**src/rtl/online_otf_converter.sv**
```systemverilog
// rtl/online_otf_converter.sv - MSD-first radix-2 signed-digit stream to two's-complement word
// On-the-fly conversion keeps Q and QM = Q-1 so each digit is a shift-and-append, with no carry chain.
module online_otf_converter #(
   parameter int Stage = 4
) (
   input  logic           clk,
   input  logic           rst_n,
   input  logic           clr,
   input  logic           in_valid,
   output logic           in_ready,
   input  logic [1:0]     in_digit,
   output logic           out_valid,
   input  logic           out_ready,
   output logic [Stage:0] out_data
);

   localparam int W  = Stage + 1;
   localparam int CW = $clog2(Stage + 1);

   typedef enum logic {ACCUM, HOLD} state_t;

   state_t          state, state_nxt;
   logic [W-1:0]    q, qm, q_nxt, qm_nxt;
   logic [CW-1:0]   cnt;
   logic            accept, last, d_pos, d_neg;

   assign in_ready  = (state == ACCUM);
   assign out_valid = (state == HOLD);
   assign accept    = in_valid && (state == ACCUM);
   assign last      = (cnt == CW'(Stage - 1));

   // 2'b11 decodes to zero: both flags drop out
   assign d_pos = in_digit[1] & ~in_digit[0];
   assign d_neg = in_digit[0] & ~in_digit[1];

   always_comb begin
      q_nxt  = {q[W-2:0], 1'b0};
      qm_nxt = {qm[W-2:0], 1'b1};
      if (d_pos) begin
         q_nxt  = {q[W-2:0], 1'b1};
         qm_nxt = {q[W-2:0], 1'b0};
      end else if (d_neg) begin
         q_nxt  = {qm[W-2:0], 1'b1};
         qm_nxt = {qm[W-2:0], 1'b0};
      end
   end

   always_comb begin
      state_nxt = state;
      case (state)
         ACCUM:   if (accept && last) state_nxt = HOLD;
         HOLD:    if (out_ready)      state_nxt = ACCUM;
         default: state_nxt = ACCUM;
      endcase
      if (clr) state_nxt = ACCUM;
   end

   always_ff @(posedge clk or negedge rst_n) begin
      if (!rst_n) begin
         state    <= ACCUM;
         cnt      <= '0;
         q        <= '0;
         qm       <= '1;
         out_data <= '0;
      end else begin
         state <= state_nxt;
         if (clr) begin
            cnt      <= '0;
            q        <= '0;
            qm       <= '1;
            out_data <= '0;
         end else if (accept) begin
            if (last) begin
               out_data <= q_nxt;
               cnt      <= '0;
               q        <= '0;
               qm       <= '1;
            end else begin
               cnt <= cnt + CW'(1);
               q   <= q_nxt;
               qm  <= qm_nxt;
            end
         end
      end
   end

endmodule

```
**config.mk**
```make
export PLATFORM = sky130hd
export DESIGN_NAME = online_otf_converter
export DESIGN_NICKNAME = d
export VERILOG_FILES = /design/src/rtl/online_otf_converter.sv
export SDC_FILE = /design/constraint.sdc
export NUM_CORES = 1
export LEC_CHECK = 0
export CORE_ASPECT_RATIO = 0.9
export CORE_MARGIN = 1
export CORE_UTILIZATION = 55
export DETAILED_ROUTE_END_ITERATION = 10
export GPL_ROUTABILITY_DRIVEN = 0
export MAX_ROUTING_LAYER = met4
export PLACE_DENSITY = 0.81
export SYNTH_ARGS = -nofsm -noshare
export SYNTH_HDL_FRONTEND = slang
export SYNTH_SLANG_ARGS = --single-unit
```
**constraint.sdc**
```tcl
create_clock -name clk -period 2.16 [get_ports clk]
set_clock_uncertainty 0.15 [all_clocks]
set_input_delay 0.54 -clock clk [delete_from_list [all_inputs] [get_ports clk]]
set_output_delay 0.54 -clock clk [all_outputs]
set_load 0.05 [all_outputs]
```
; Yosys cells after proc, flatten, opt, wreduce, memory -nomap -nowiden
; Index checks and enable logic that the tools add are counted.
; Widths: inputs -> output; s select.
[totals]
ff_bits = 17
elab_cells = 37
in_bits = 7
out_inout_bits = 7
[classes]
n_bitwise = 5
eq_ne = 1
addsub = 1
reduce_logical = 5
n_mux = 20
[op_table]
columns = operator, n
row1 = $mux 4, 7
row2 = $mux 5, 5
row3 = $mux 3, 3
row4 = $mux 1, 4
row5 = $reduce_bool 2->1, 2
row6 = $add 3x1->3 const B, 1
row7 = $eq 3x2->1 const B, 1
row8 = $not 1->1, 3
row9 = $and 1x1->1, 2
row10 = $logic_and 1x1->1, 2
row11 = $pmux 1 s2, 1
row12 = $reduce_and 2->1, 1

; Longest topological paths before layout
[depth]
ltp_word = 7
mapped_depth = 5
ltp_nobuf = 5

; Worst setup path after synthesis
; Ideal clock, no wire load.
[synth_path]
path_type = register to output
startpoint = reg state, in the netlist out_valid
endpoint = out in_ready
arrival_time_ns = 1.004
path_buffers = 0
required_ns = 1.470
path_stages_with_launch = 2
setup_slack_ns = 0.466
cell_sequence = dfrtp_1 -> inv_1
[synth_between]
elab_chain_cells = 1
[synth_rtl]
columns = item, line
row1 = start: declaration, 22  ; state_t state, state_nxt;
row2 = start signal: assignment, 66  ; state <= state_nxt;
row3 = $not 1->1, --
row4 = end: declaration, 10  ; output logic in_ready,
; Every way passes these cells.

; Final worst setup path
[layout_path]
startpoint = in in_digit[0]
endpoint = reg q[2]
[layout_between]
elab_chain_cells = 6
word_cells_on_any_way = 8
cone_classes = mux: 5 / bitwise: 3
[layout_rtl]
columns = item, line
row1 = start: declaration, 11  ; input logic [1:0] in_digit,
row2 = $and 1x1->1 / $not 1->1 (equally long branches), "34, 33"
row3 = $mux 5 / $and 1x1->1 (equally long branches), "42, 33"
row4 = $mux 5 *, 39  ; if (d_pos) begin
row5 = $mux 4 *, 73  ; if (last) begin
row6 = $mux 4 *, 72  ; end else if (accept) begin
row7 = $mux 4 *, 67  ; if (clr) begin
row8 = end signal: assignment, 80  ; q <= q_nxt;
row9 = end: declaration, 23  ; logic [W-1:0] q, qm, q_nxt, qm_nxt;
; Every way passes the cells marked *; elsewhere a longest branch is shown, timed or not. The select of a mux whose other input is x is not followed.
; A chain may end at the register's enable or synchronous reset.

==> flow_summary.yaml <==
synth:
  ys_seq_area_frac: 0.4784
  syn-num-nets: 94
  ys_ff_latch: 17
  synthCells: 82
  ys_warn_count: 0
  avgSynthCellArea_um2: 10.97
  netlist_area_um2: 899.6
  ys_types: 27
power_and_ir_drop:
  power_density_mw_per_mm2: 564.1
  leakage_nw: 0.5015
  peakVddDrop_v: 0.0005102
timing:
  hold_violations: 0
  fin_crit_sh: 0.9118
  relSlewSlack: 0.6846
  layout_min_cycle_time_ns: 1.969
  setup_viol: 0
  setup_slack_ns: 0.1906
  rsz0062_at_grt: "false"
  worst_slew_pin_slew_ns: 0.4717
  holdWs_ns: 0.3825
  slew_violations: 0
  fmax_mhz: 507.8
setup_path:
  critPathLaunchType: "primary input"
  critPathArrivalTime_ns: 1.99
  worstSetupPathType: "in2reg"
  cp.required_ns: 2.18
  r2r_cells: 5
  endpoint_kind: "register"
  path_max_fanout: 3
cts:
  clk_pin_slew_worst_paths_ns: 0.09
  tritoncts: "yes"
  clock-root-buffer: "clkbuf_4"
  hold_buffers: 0
  cts_made_buffers: 3
  h-tree-depth: 1
  clock_latency_ns: 0.29
  clock_sinks: 17
  clk_path_buf_depth: 2
  cts_resized: 0
  cts_setup_buffers: 0
drt:
  drc: 0
  wire_per_inst_um: 12.75
  firstDrtPassIters: 4
  drt_iter0_markers: 9
  vias: 653
  routed_wl_um: 1594
  ant_nets: 0
  vias_per_cell: 5.224
cells_and_area:
  multi_input_area_um2: 422.9
  final_cell_mix: "buf_4, dfrtp_1, a21oi_1"
  regArea_um2: 430.4
  area_delta_synth_final_pct: 22.11
  final_cell_area_mm2: 0.001099
  num-fill-cells: 106
  n_antenna_cell: 0
  finalNetCount: 116
  post-route-util: 0.7422
  mostFrequentLayoutCell: "buf_4"
  finalNonFillerCells: 125
  drive_above_1_share: 0.2816
hold_path:
  holdPathStages: 2
  hold_path_class: "reg2reg"
floorplan:
  fp.dieW_um: 44.63
  die_area_mm2: 0.001801
  start_util: 0.6078
  core_area_mm2: 0.001480
  ios: 14
  row_count: 13
  die_h_um: 40.37
placed_design:
  hpwl_um: 1198
  dp_cells: 121
  place_area_mm2: 0.001072
  dp_slack_ns: -0.1236
  portBuffers: 13
global_routing:
  grt_usage: 0.2112
  grt_max_degree: 18
  grt_pass1_vias: 598
  grt_overflow: 0
  grt_pass1_wl_um: 2553
  antenna_found_initial: 0
job:
  drv_cap: 0
outcome:
  status: "complete, no violations"
state kept, by name (all words and copies together) (netlist names):
register and count:
cnt 3, out_data 5, out_valid 1, q 4, qm 4
metal layers:
layer,routed length [um],share of wire,global-route usage
met5,0,0,-
met4,23,0.014,0.06818
met3,41,0.026,0.02703
met2,790,0.50,0.4044
met1,738,0.46,0.2312
worst max-delay path: stages:
cell	delay, ns
clkdlybuf4s50_1	0.48
inv_1	0.06
ha_1	0.22
nor2b_1	0.25
mux2i_1	0.32
o21ai_0	0.12
cells in the mapped netlist:
master    instances  share of area
dfrtp_1          13           0.36
a21oi_1           8          0.045
mux2i_1           7          0.078
ha_1              5          0.070
inv_1             5          0.021
dfstp_2           4           0.12
nand3b_1          4          0.033
o21ai_0           4          0.022
a211o_1           3          0.029
a211oi_2          3          0.042
nand2_1           3          0.013
nand2b_1          3          0.021
nor2_2            3          0.021
nand3_1           2          0.011
nor2_1            2         0.0083
nor2b_1           2          0.014
a211oi_1          1         0.0083
a21o_1            1         0.0083
and2b_1           1         0.0083
and4bb_1          1          0.014
buf_2             1         0.0056
buf_4             1         0.0083
buf_6             1          0.013
clkbuf_1          1         0.0042
nand2b_2          1         0.0097
nor3_1            1         0.0056
xnor2_1           1         0.0097
stage by stage:
step / TNS, ns / power (W)
after floorplan: 0 / 0.0004182
final: 0 / 0.0006196
after CTS: 0 / 0.0006277
after global routing: 0 / 0.0006501
after detailed placement: -0.4546 / 0.0004602
after global placement: -0.2001 / 0.0004570
layout make-up:
type,count,area share
Sequential cell,17,0.3918
Multi-Input combinational cell,56,0.3850
Timing Repair Buffer,21,0.1572
Clock buffer,4,0.02392
Tap cell,22,0.02506
Inverter,5,0.01708
power breakdown:
part           internal [W]  switching (W)
Combinational     0.0000487      0.0000558
Clock             0.0000719      0.0000945
Sequential         0.000338      0.0000109
final timing paths:
path / slack (ns) / startpoint / to
setup / recovery: 0.19 / in_digit[0] / q[2]
hold / removal: 0.38 / cnt[1] / cnt[1]
setup reg to reg: 0.60 / cnt[0] / out_data[4]
hold reg to reg: 0.38 / cnt[1] / cnt[1]
max in group asynchronous: 1.19 / rst_n / qm[0]
min in group asynchronous: 0.42 / rst_n / q[3]
kinds of logic after synthesis:
| group | Yosys count | synth area share |
|---|---|---|
| AND/OR/NAND/NOR | 23 | 0.1586 |
| AO/OA/AOI/OAI | 20 | 0.1544 |
| flip-flops | 17 | 0.4784 |
| buffers and inverters | 9 | 0.05146 |
| multiplexers | 7 | 0.07789 |
| adder cells (fa/ha/maj) | 5 | 0.06954 |
| XOR/XNOR | 1 | 0.009738 |
(Power assumes the default switching activity.)
